`config.mk`:
```
export PLATFORM = sky130hd
export DESIGN_NAME = gshare_ongorucu_param
export DESIGN_NICKNAME = d
export VERILOG_FILES = /design/src/rtl/gshare_ongorucu_param.sv
export SDC_FILE = /design/constraint.sdc
export NUM_CORES = 1
export LEC_CHECK = 0
export BUFFER_PORTS_ARGS = -buffer_cell sky130_fd_sc_hd__buf_2
export CAP_MARGIN = 20
export CORE_MARGIN = 2
export CORE_UTILIZATION = 55
export CTS_BUF_LIST = sky130_fd_sc_hd__clkbuf_8
export CTS_CLUSTER_DIAMETER = 120
export DETAILED_ROUTE_END_ITERATION = 6
export PLACE_DENSITY = 0.85
export SLEW_MARGIN = 15
export SYNTH_ARGS = -nofsm -noshare
export SYNTH_HDL_FRONTEND = slang
export SYNTH_SLANG_ARGS = --single-unit
export TNS_END_PERCENT = 1
```
`constraint.sdc`:
```
create_clock -name i_saat -period 2.8 [get_ports i_saat]
set_input_delay 0.7 -clock i_saat [delete_from_list [all_inputs] [get_ports i_saat]]
set_output_delay 0.7 -clock i_saat [all_outputs]
set_load 0.02 [all_outputs]
```
`src/rtl/gshare_ongorucu_param.sv`:
```
// Parametrised gshare branch predictor with decoupled predict and in-order resolve ports.
// A small pending queue remembers each prediction's table index and guess until it resolves.
module gshare_ongorucu_param #(
    parameter int IDX_W      = 5,
    parameter int HIST_W     = 5,
    parameter int CTR_W      = 2,
    parameter int PC_LSB     = 2,
    parameter int PEND_DEPTH = 4
) (
    input  logic                          i_saat,
    input  logic                          i_reset,
    input  logic                          i_tahmin_gecerli,
    input  logic [31:0]                   i_buyruk_sayaci,
    output logic                          o_istek_hazir,
    output logic                          o_tahmin_hazir,
    output logic                          o_buyruk_ongoru,
    input  logic                          i_sonuc_gecerli,
    input  logic                          i_buyruk_atladi,
    output logic                          o_ongoru_yanlis,
    output logic                          o_bos_cozum,
    output logic [HIST_W-1:0]             o_gecmis,
    output logic [$clog2(PEND_DEPTH):0]   o_bekleyen
);

    localparam int PTR_W = $clog2(PEND_DEPTH);
    localparam int CNT_W = PTR_W + 1;
    localparam int TBL_D = 2 ** IDX_W;

    localparam logic [CNT_W-1:0] CNT_FULL  = CNT_W'(PEND_DEPTH);
    localparam logic [CNT_W-1:0] CNT_EMPTY = '0;
    localparam logic [CTR_W-1:0] CTR_MAX   = {CTR_W{1'b1}};
    localparam logic [CTR_W-1:0] CTR_MIN   = '0;
    localparam logic [CTR_W-1:0] CTR_INIT  = CTR_MAX >> 1;
    localparam logic [31:0]      PC_MASK   = ((32'(1) << IDX_W) - 32'(1)) << PC_LSB;

    // Pattern history table and pending-branch queue
    logic [CTR_W-1:0] ctr_q        [TBL_D];
    logic [IDX_W-1:0] pend_idx_q   [PEND_DEPTH];
    logic             pend_guess_q [PEND_DEPTH];

    logic [PTR_W-1:0]  head_q, head_d;
    logic [PTR_W-1:0]  tail_q, tail_d;
    logic [CNT_W-1:0]  cnt_q, cnt_d;
    logic [HIST_W-1:0] hist_q, hist_d;
    logic              hazir_q, hazir_d;
    logic              ongoru_q, ongoru_d;
    logic              yanlis_q, yanlis_d;
    logic              bos_q, bos_d;

    logic             istek_hazir;
    logic             accept;
    logic             push;
    logic             pop;
    logic             mispredict;
    logic [IDX_W-1:0] req_idx;
    logic             req_guess;
    logic [IDX_W-1:0] head_idx;
    logic             head_guess;
    logic [CTR_W-1:0] ctr_old;
    logic [CTR_W-1:0] ctr_new;
    logic             unused_pc;

    // Readiness depends on registered occupancy only, so a same-cycle pop never admits a push into a full queue.
    assign istek_hazir = (cnt_q != CNT_FULL);
    assign accept      = i_tahmin_gecerli & istek_hazir;

    assign req_idx   = i_buyruk_sayaci[PC_LSB +: IDX_W] ^ IDX_W'(hist_q);
    assign req_guess = ctr_q[req_idx][CTR_W-1];
    assign unused_pc = ^(i_buyruk_sayaci & ~PC_MASK);

    assign head_idx   = pend_idx_q[head_q];
    assign head_guess = pend_guess_q[head_q];
    assign ctr_old    = ctr_q[head_idx];

    assign pop        = i_sonuc_gecerli & (cnt_q != CNT_EMPTY);
    assign mispredict = pop & (head_guess != i_buyruk_atladi);
    assign push       = accept & ~mispredict;

    always_comb begin
        ctr_new = ctr_old;
        if (i_buyruk_atladi) begin
            if (ctr_old != CTR_MAX) begin
                ctr_new = ctr_old + CTR_W'(1);
            end
        end else begin
            if (ctr_old != CTR_MIN) begin
                ctr_new = ctr_old - CTR_W'(1);
            end
        end
    end

    always_comb begin
        head_d   = head_q;
        tail_d   = tail_q;
        cnt_d    = cnt_q;
        hist_d   = hist_q;
        hazir_d  = push;
        ongoru_d = ongoru_q;
        yanlis_d = mispredict;
        bos_d    = bos_q | (i_sonuc_gecerli & (cnt_q == CNT_EMPTY));

        if (push) begin
            ongoru_d = req_guess;
        end

        if (pop) begin
            hist_d = HIST_W'({hist_q, i_buyruk_atladi});
        end

        // Younger entries were fetched down the wrong path, so a mispredict empties the queue.
        if (mispredict) begin
            head_d = '0;
            tail_d = '0;
            cnt_d  = CNT_EMPTY;
        end else begin
            if (pop) begin
                head_d = head_q + PTR_W'(1);
            end
            if (push) begin
                tail_d = tail_q + PTR_W'(1);
            end
            if (push && !pop) begin
                cnt_d = cnt_q + CNT_W'(1);
            end else if (pop && !push) begin
                cnt_d = cnt_q - CNT_W'(1);
            end
        end
    end

    always_ff @(posedge i_saat) begin
        if (i_reset) begin
            head_q   <= '0;
            tail_q   <= '0;
            cnt_q    <= CNT_EMPTY;
            hist_q   <= '0;
            hazir_q  <= 1'b0;
            ongoru_q <= 1'b0;
            yanlis_q <= 1'b0;
            bos_q    <= 1'b0;
        end else begin
            head_q   <= head_d;
            tail_q   <= tail_d;
            cnt_q    <= cnt_d;
            hist_q   <= hist_d;
            hazir_q  <= hazir_d;
            ongoru_q <= ongoru_d;
            yanlis_q <= yanlis_d;
            bos_q    <= bos_d;
        end
    end

    // NOTE: the counter table is reset because weak not-taken is its architectural start value;
    // the queue payload below is not, since cnt_q alone decides which slots hold live entries.
    always_ff @(posedge i_saat) begin
        if (i_reset) begin
            for (int i = 0; i < TBL_D; i++) begin
                ctr_q[i] <= CTR_INIT;
            end
        end else if (pop) begin
            ctr_q[head_idx] <= ctr_new;
        end
    end

    always_ff @(posedge i_saat) begin
        if (push) begin
            pend_idx_q[tail_q]   <= req_idx;
            pend_guess_q[tail_q] <= req_guess;
        end
    end

    assign o_istek_hazir   = istek_hazir;
    assign o_tahmin_hazir  = hazir_q;
    assign o_buyruk_ongoru = ongoru_q;
    assign o_ongoru_yanlis = yanlis_q;
    assign o_bos_cozum     = bos_q;
    assign o_gecmis        = hist_q;
    assign o_bekleyen      = cnt_q;

endmodule

```
# Word level (Yosys, flattened, before mapping)
# Memories as Yosys holds them, arrays and structs flattened. A register that Yosys moved wholly into a read port is not among the register bits.
# Cells that the tools add are included.
dict set report totals {
  rom_bits 0
  mem_count 3
  word_cells 57
  regBits 16
  latch_bits 0
  inputBits 37
  mem_bits_rw 88
}
# name words word_bits rd rd_ports_with_merged_regs write_ports line_no
set mem_list {}
lappend mem_list {ctr_q 32 2 2 0 32 37} ;# logic [CTR_W-1:0] ctr_q [TBL_D];
lappend mem_list {pend_idx_q 4 5 1 1 1 38} ;# logic [IDX_W-1:0] pend_idx_q [PEND_DEPTH];
lappend mem_list {pend_guess_q 4 1 1 1 1 39} ;# logic pend_guess_q [PEND_DEPTH];
dict set report op_classes {
  n_bitwise 8
  n_eq_ne 3
  n_lt_le_gt_ge 0
  shift 0
  n_addsub 6
  div 0
  n_mux 19
  reduce_logical 10
  n_mul 0
}
# cell count
set ops {}
lappend ops {{2-bit 2-to-1 mux} 8}
lappend ops {{1-bit 2-to-1 mux} 8}
lappend ops {{2-bit by 1-bit adder with 2-bit output (second input constant)} 3}
lappend ops {{3-bit 2-to-1 mux} 2}
lappend ops {{1-bit bitwise AND} 5}
lappend ops {{5-bit 2-to-1 mux} 1}
lappend ops {{5-bit bitwise XOR} 1}
lappend ops {{2-bit nonzero test} 2}
lappend ops {{2-bit OR reduction} 2}
lappend ops {{3-bit by 1-bit adder with 3-bit output (second input constant)} 1}
lappend ops {{3-bit zero test} 1}
lappend ops {{3-bit != test (second input constant)} 1}
lappend ops {{3-bit nonzero test} 1}
lappend ops {{3-bit by 1-bit subtractor with 3-bit output (second input constant)} 1}
lappend ops {{1-bit logical AND} 2}
lappend ops {{1-bit zero test} 2}
lappend ops {{2-bit != test (second input constant)} 1}
lappend ops {{2-bit by 1-bit subtractor with 2-bit output (second input constant)} 1}
lappend ops {{1-bit != test} 1}
lappend ops {{1-bit inverter} 1}
lappend ops {{1-bit bitwise OR} 1}

# Depth between registers and ports, before layout
dict set report logic_depth {
  word_depth 9
  ltp_mapped 11
}

# Least setup slack after synthesis
# Ideal clock, no wire load.
dict set report synth_path {
  path_type {in2reg}
  from {input i_buyruk_sayaci[2]}
  to {memory pend_guess_q[0] (data pin)}
  cell_stages 4
  arrival_time_ns 2.523
  path_slack_ns 0.008
  required_ns 2.531
  path_cell_list {xor2_2 mux4_2 mux4_2 mux2_2}
}
dict set report synth_between {
  elab_chain_len 2
}
# element line_no
set synth_lines {}
lappend synth_lines {{start, declared} 13} ;# input logic [31:0] i_buyruk_sayaci,
lappend synth_lines {{5-bit bitwise XOR} 67} ;# assign req_idx = i_buyruk_sayaci[PC_LSB +: IDX_W] ^ IDX_W'(hist_q);
lappend synth_lines {{memory read 32 x 2 bit} n/a}
lappend synth_lines {{net req_guess} 56} ;# logic req_guess;
lappend synth_lines {{end, declared} 39}
# The timed path passes the listed nets, and every way through them passes these cells.

==> summary.md <==
| Metric | Value |
|---|---|
| Worst-Margin Slew | `between 0.4 and 0.5 ns` |
| PD cells | `~920 nW/µm²` |
| Pleak | `approximately 2.1 nW` |
| Tot Pwr | `between 5 and 6 mW` |
| Cell accounting for the most synthesized area | `edfxtp_1` |
| Placement Setup Slack | `~0.009 ns` |
| CTS Sinks | `around 110` |
| Initial Utilization | `between 50% and 60%` |
| Synth Instances | `between 400 and 500` |
| WP data required | `about 3 ns` |
| Antenna violations before repair | `0` |
| DR pass1 iterations | `5` |
| Min-delay src | `o_gecmis[1]` |
| Largest family of logic cells by synthesized area | `simple AND/OR/NAND/NOR gates` |
| Layout cells sized above 1 | `about a quarter` |
| CP Launch Type | `flip-flop` |
| Post-synthesis simple-gate area fraction | `19.41%` |
| Unique masters post-synth | `41` |
| Row count | `36` |
| Post-synthesis xor/xnor area fraction | `between 2 and 2.5%` |
| Area delta synth->final | `12.37%` |
| Crit path DAT | `roughly 3 ns` |
| Crit Path Max Fanout | `36` |
| Number of I/O pins | `50` |
| Nets | `approximately 510` |
| Post-synth top cells | `88 x edfxtp_1, 50 x nand2_1, 48 x mux2i_1, 44 x nor2_1, 19 x nand3_1` |
| Most frequent cell after synthesis | `edfxtp_1` |
| Post-synth top area share | `about half` |
| Routed WL per cell | `a little under 20 µm` |
| Status | `complete, no violations` |
| Routed vias | `roughly 3,700` |
| Hold buffers post-CTS | `0` |
| Remaining Overflow, GRT | `0` |
| R2R Path End | `ctr_q[23][1]` |
| Hold depth | `2` |
| Max-slew violation count | `0` |
| Critical path class | `flip-flop to flip-flop` |
| GRT Overall Usage | `a little over a fifth` |
| VDD IR max | `around 0.00068 V` |
| Max-slew headroom | `69.78%` |
| Antenna-violating nets left | `0` |
| Num CTS Buffers | `9` |
| Adder-cell share of the synthesized area | `1.698%` |
| Clock buffer depth | `2` |
| Initial DRC Count | `approximately 300` |
| # fillers | `approximately 700` |
| Clock slew at reported path FFs | `0.11 ns` |
| Placed wire-length estimate | `7742 µm` |
| Residual DRC | `0` |
| Largest net degree at the start of global routing | `43` |
| Worst Hold Margin | `around 0.5 ns` |
| Number of flops mapped to enable cells by yosys | `88` |
| Synth warnings | `0` |
| Final Skew | `around 0.019 ns` |
| R2R depth | `9` |
| Vias per Instance | `around 6.0` |
| Clk_lat worst skew | `slightly below 0.4 ns` |
| Syn nets | `about 480` |
| I/O Buffers | `22` |
| CTS tree | `yes` |
| Die Y | `approximately 100 µm` |
| Setup slack after layout | `0.04433 ns` |
| Root Buffer | `clkbuf_8` |
| Max-cap violations | `0` |
| Post-synthesis sequential area ratio | `between 50 and 60%` |
| Vias in the first global route | `between 3,000 and 4,000` |
| Mux share of post-synthesis cell area | `between 10% and 20%` |
| Hold Crit Class | `flip-flop to flip-flop` |
| First-pass GRT wire length | `between 15,000 and 20,000 µm` |
| Final setup violation count | `0` |
| CP Capture Type | `flip-flop` |
| Hold endpoint | `o_gecmis[2]` |
| Max Clk Rate | `between 0.3 and 0.4 GHz` |
| Htree depth | `3` |
| Synth top area cells | `edfxtp_1 48%, mux2i_1 8.8%, dfxtp_1 6.6%` |
| RSZ-0062 raised after global routing | `yes` |
| #FFs+latches synth | `106` |
| Post-Syn Area | `5453 µm²` |
| Final period util | `98.42%` |
| Asr flop ratio synth | `0%` |
| CORE AREA | `about 9700 µm²` |
| Full die area | `10,730 µm²` |
| Routed WL | `11,770 µm` |
| Synth Flop Type | `edfxtp_1` |
| Slack of the worst reg-to-reg path | `~0.044 ns` |
| GPL Wtd Cong | `around 0.85` |
| Avg Cell Area, Syn | `roughly 12 µm²` |
| Fin. Hold Viols | `0` |
| Die Width | `roughly 100 µm` |
| # diodes | `0` |
| Post-synthesis compound-gate area fraction | `roughly 2.3%` |
| Crit path time final | `roughly 2.8 ns` |
==> through the flow <==
stage          setup TNS, ns  instances  cell area, µm²  utilization (%)
2_1_floorplan              0        441            5453                -
3_3_place_gp               0        588            5801            59.90
3_5_place_dp               0        588            5801            59.90
4_1_cts                    0        605            6020            62.16
5_1_grt              -0.4300        608            6127            63.27
6_report                   0        608            6127            63.27
==> layout make-up <==
type	instances	area, µm²	share of cell area, %
clock buffer	9	123.9	2.022
tap	133	166.4	2.716
multi-input combinational	299	2340	38.19
inverter	6	22.52	0.3676
sequential	106	3008	49.09
clock inverter	7	82.58	1.348
timing repair buffer	48	384.1	6.269
==> placed cells by master, fill, tap and decap left out, types with 4 or more instances in the layout <==
| cell type | netlist | routed |
|---|---|---|
| or2_1 | 15 | 15 |
| edfxtp_1 | 88 | 88 |
| buf_4 | 2 | 19 |
| a22oi_1 | 8 | 5 |
| nand2_1 | 50 | 50 |
| and2_1 | 6 | 6 |
| mux4_2 | 16 | 17 |
| inv_1 | 6 | 6 |
| mux2i_2 | 0 | 4 |
| nand2b_1 | 14 | 14 |
| xor2_1 | 4 | 4 |
| clkbuf_8 | 0 | 9 |
| nor2_1 | 44 | 42 |
| buf_2 | 9 | 22 |
| nand3_1 | 19 | 19 |
| mux2i_1 | 48 | 43 |
| nor3_2 | 17 | 17 |
| ha_1 | 4 | 4 |
| dfxtp_1 | 18 | 16 |
| nor2b_1 | 7 | 7 |
| a21oi_1 | 8 | 8 |
| buf_12 | 0 | 6 |
| or2_2 | 7 | 7 |
| xnor2_1 | 7 | 7 |
==> routing by layer <==
layer | routed length, µm | GRT usage, %
met4 | 362 | 10.23
met2 | 5971 | 37.61
met5 | 0 | 0
met1 | 4555 | 26.52
met3 | 877 | 3.902
==> logic make-up (layout without fill, tap and decap cells) <==
kind of cell,after synthesis,in the layout
fa+ha+maj,7,7
compound gates,20,20
xor+xnor,12,12
buf+inv,38,70
simple gates,193,193
mux,65,67
flops,106,106
==> state kept, by name (all words and copies together), names as in the netlist, 2 cells and up, named ones only <==
signal        cells
ctr_q            64
head_q            2
pend_idx_q       20
tail_q            2
pend_guess_q      4
o_bekleyen        3
o_gecmis          5
==> worst max-delay path, stage by stage, from the launching register on <==
cell     delay [ns]
dfxtp_4        0.38
mux4_2         0.53
buf_12         0.21
mux2i_2        0.20
mux2i_1        0.23
a22oi_2        0.13
and4_1         0.21
maj3_2         0.35
buf_12         0.18
nor3_2         0.12
==> repair_timing <==
item / 4_1_cts / 5_1_grt
resized for setup: 1 / 15
gates cloned: 0 / 2
buffers inserted: 1 / 1
endpoints found under the setup margin: 25 / 64
pin swaps: 0 / 3
==> report_power, final <==
group / leakage [nW] / internal [mW] / switching [mW] / total, mW
Combinational: 1.07 / 1.08 / 1.59 / 2.67
Sequential: 0.916 / 1.88 / 0.0999 / 1.98
Clock: 0.107 / 0.430 / 0.551 / 0.981
==> worst max path at each step <==
stage / from / to / slack (ns) / cells after the start
after floorplan: i_buyruk_sayaci[2] / pend_guess_q[0] / 0.008 / 4
after global placement: i_buyruk_sayaci[2] / pend_guess_q[0] / 0.01 / 6
after detailed placement: i_buyruk_sayaci[2] / o_buyruk_ongoru / 0.009 / 8
after CTS: flip-flop / ctr_q[22][1] / 0.0004 / 8
after global routing: flip-flop / ctr_q[3][1] / -0.03 / 9
final: flip-flop / ctr_q[23][1] / 0.04 / 9
No activity file was read; power rests on OpenSTA's default activity.
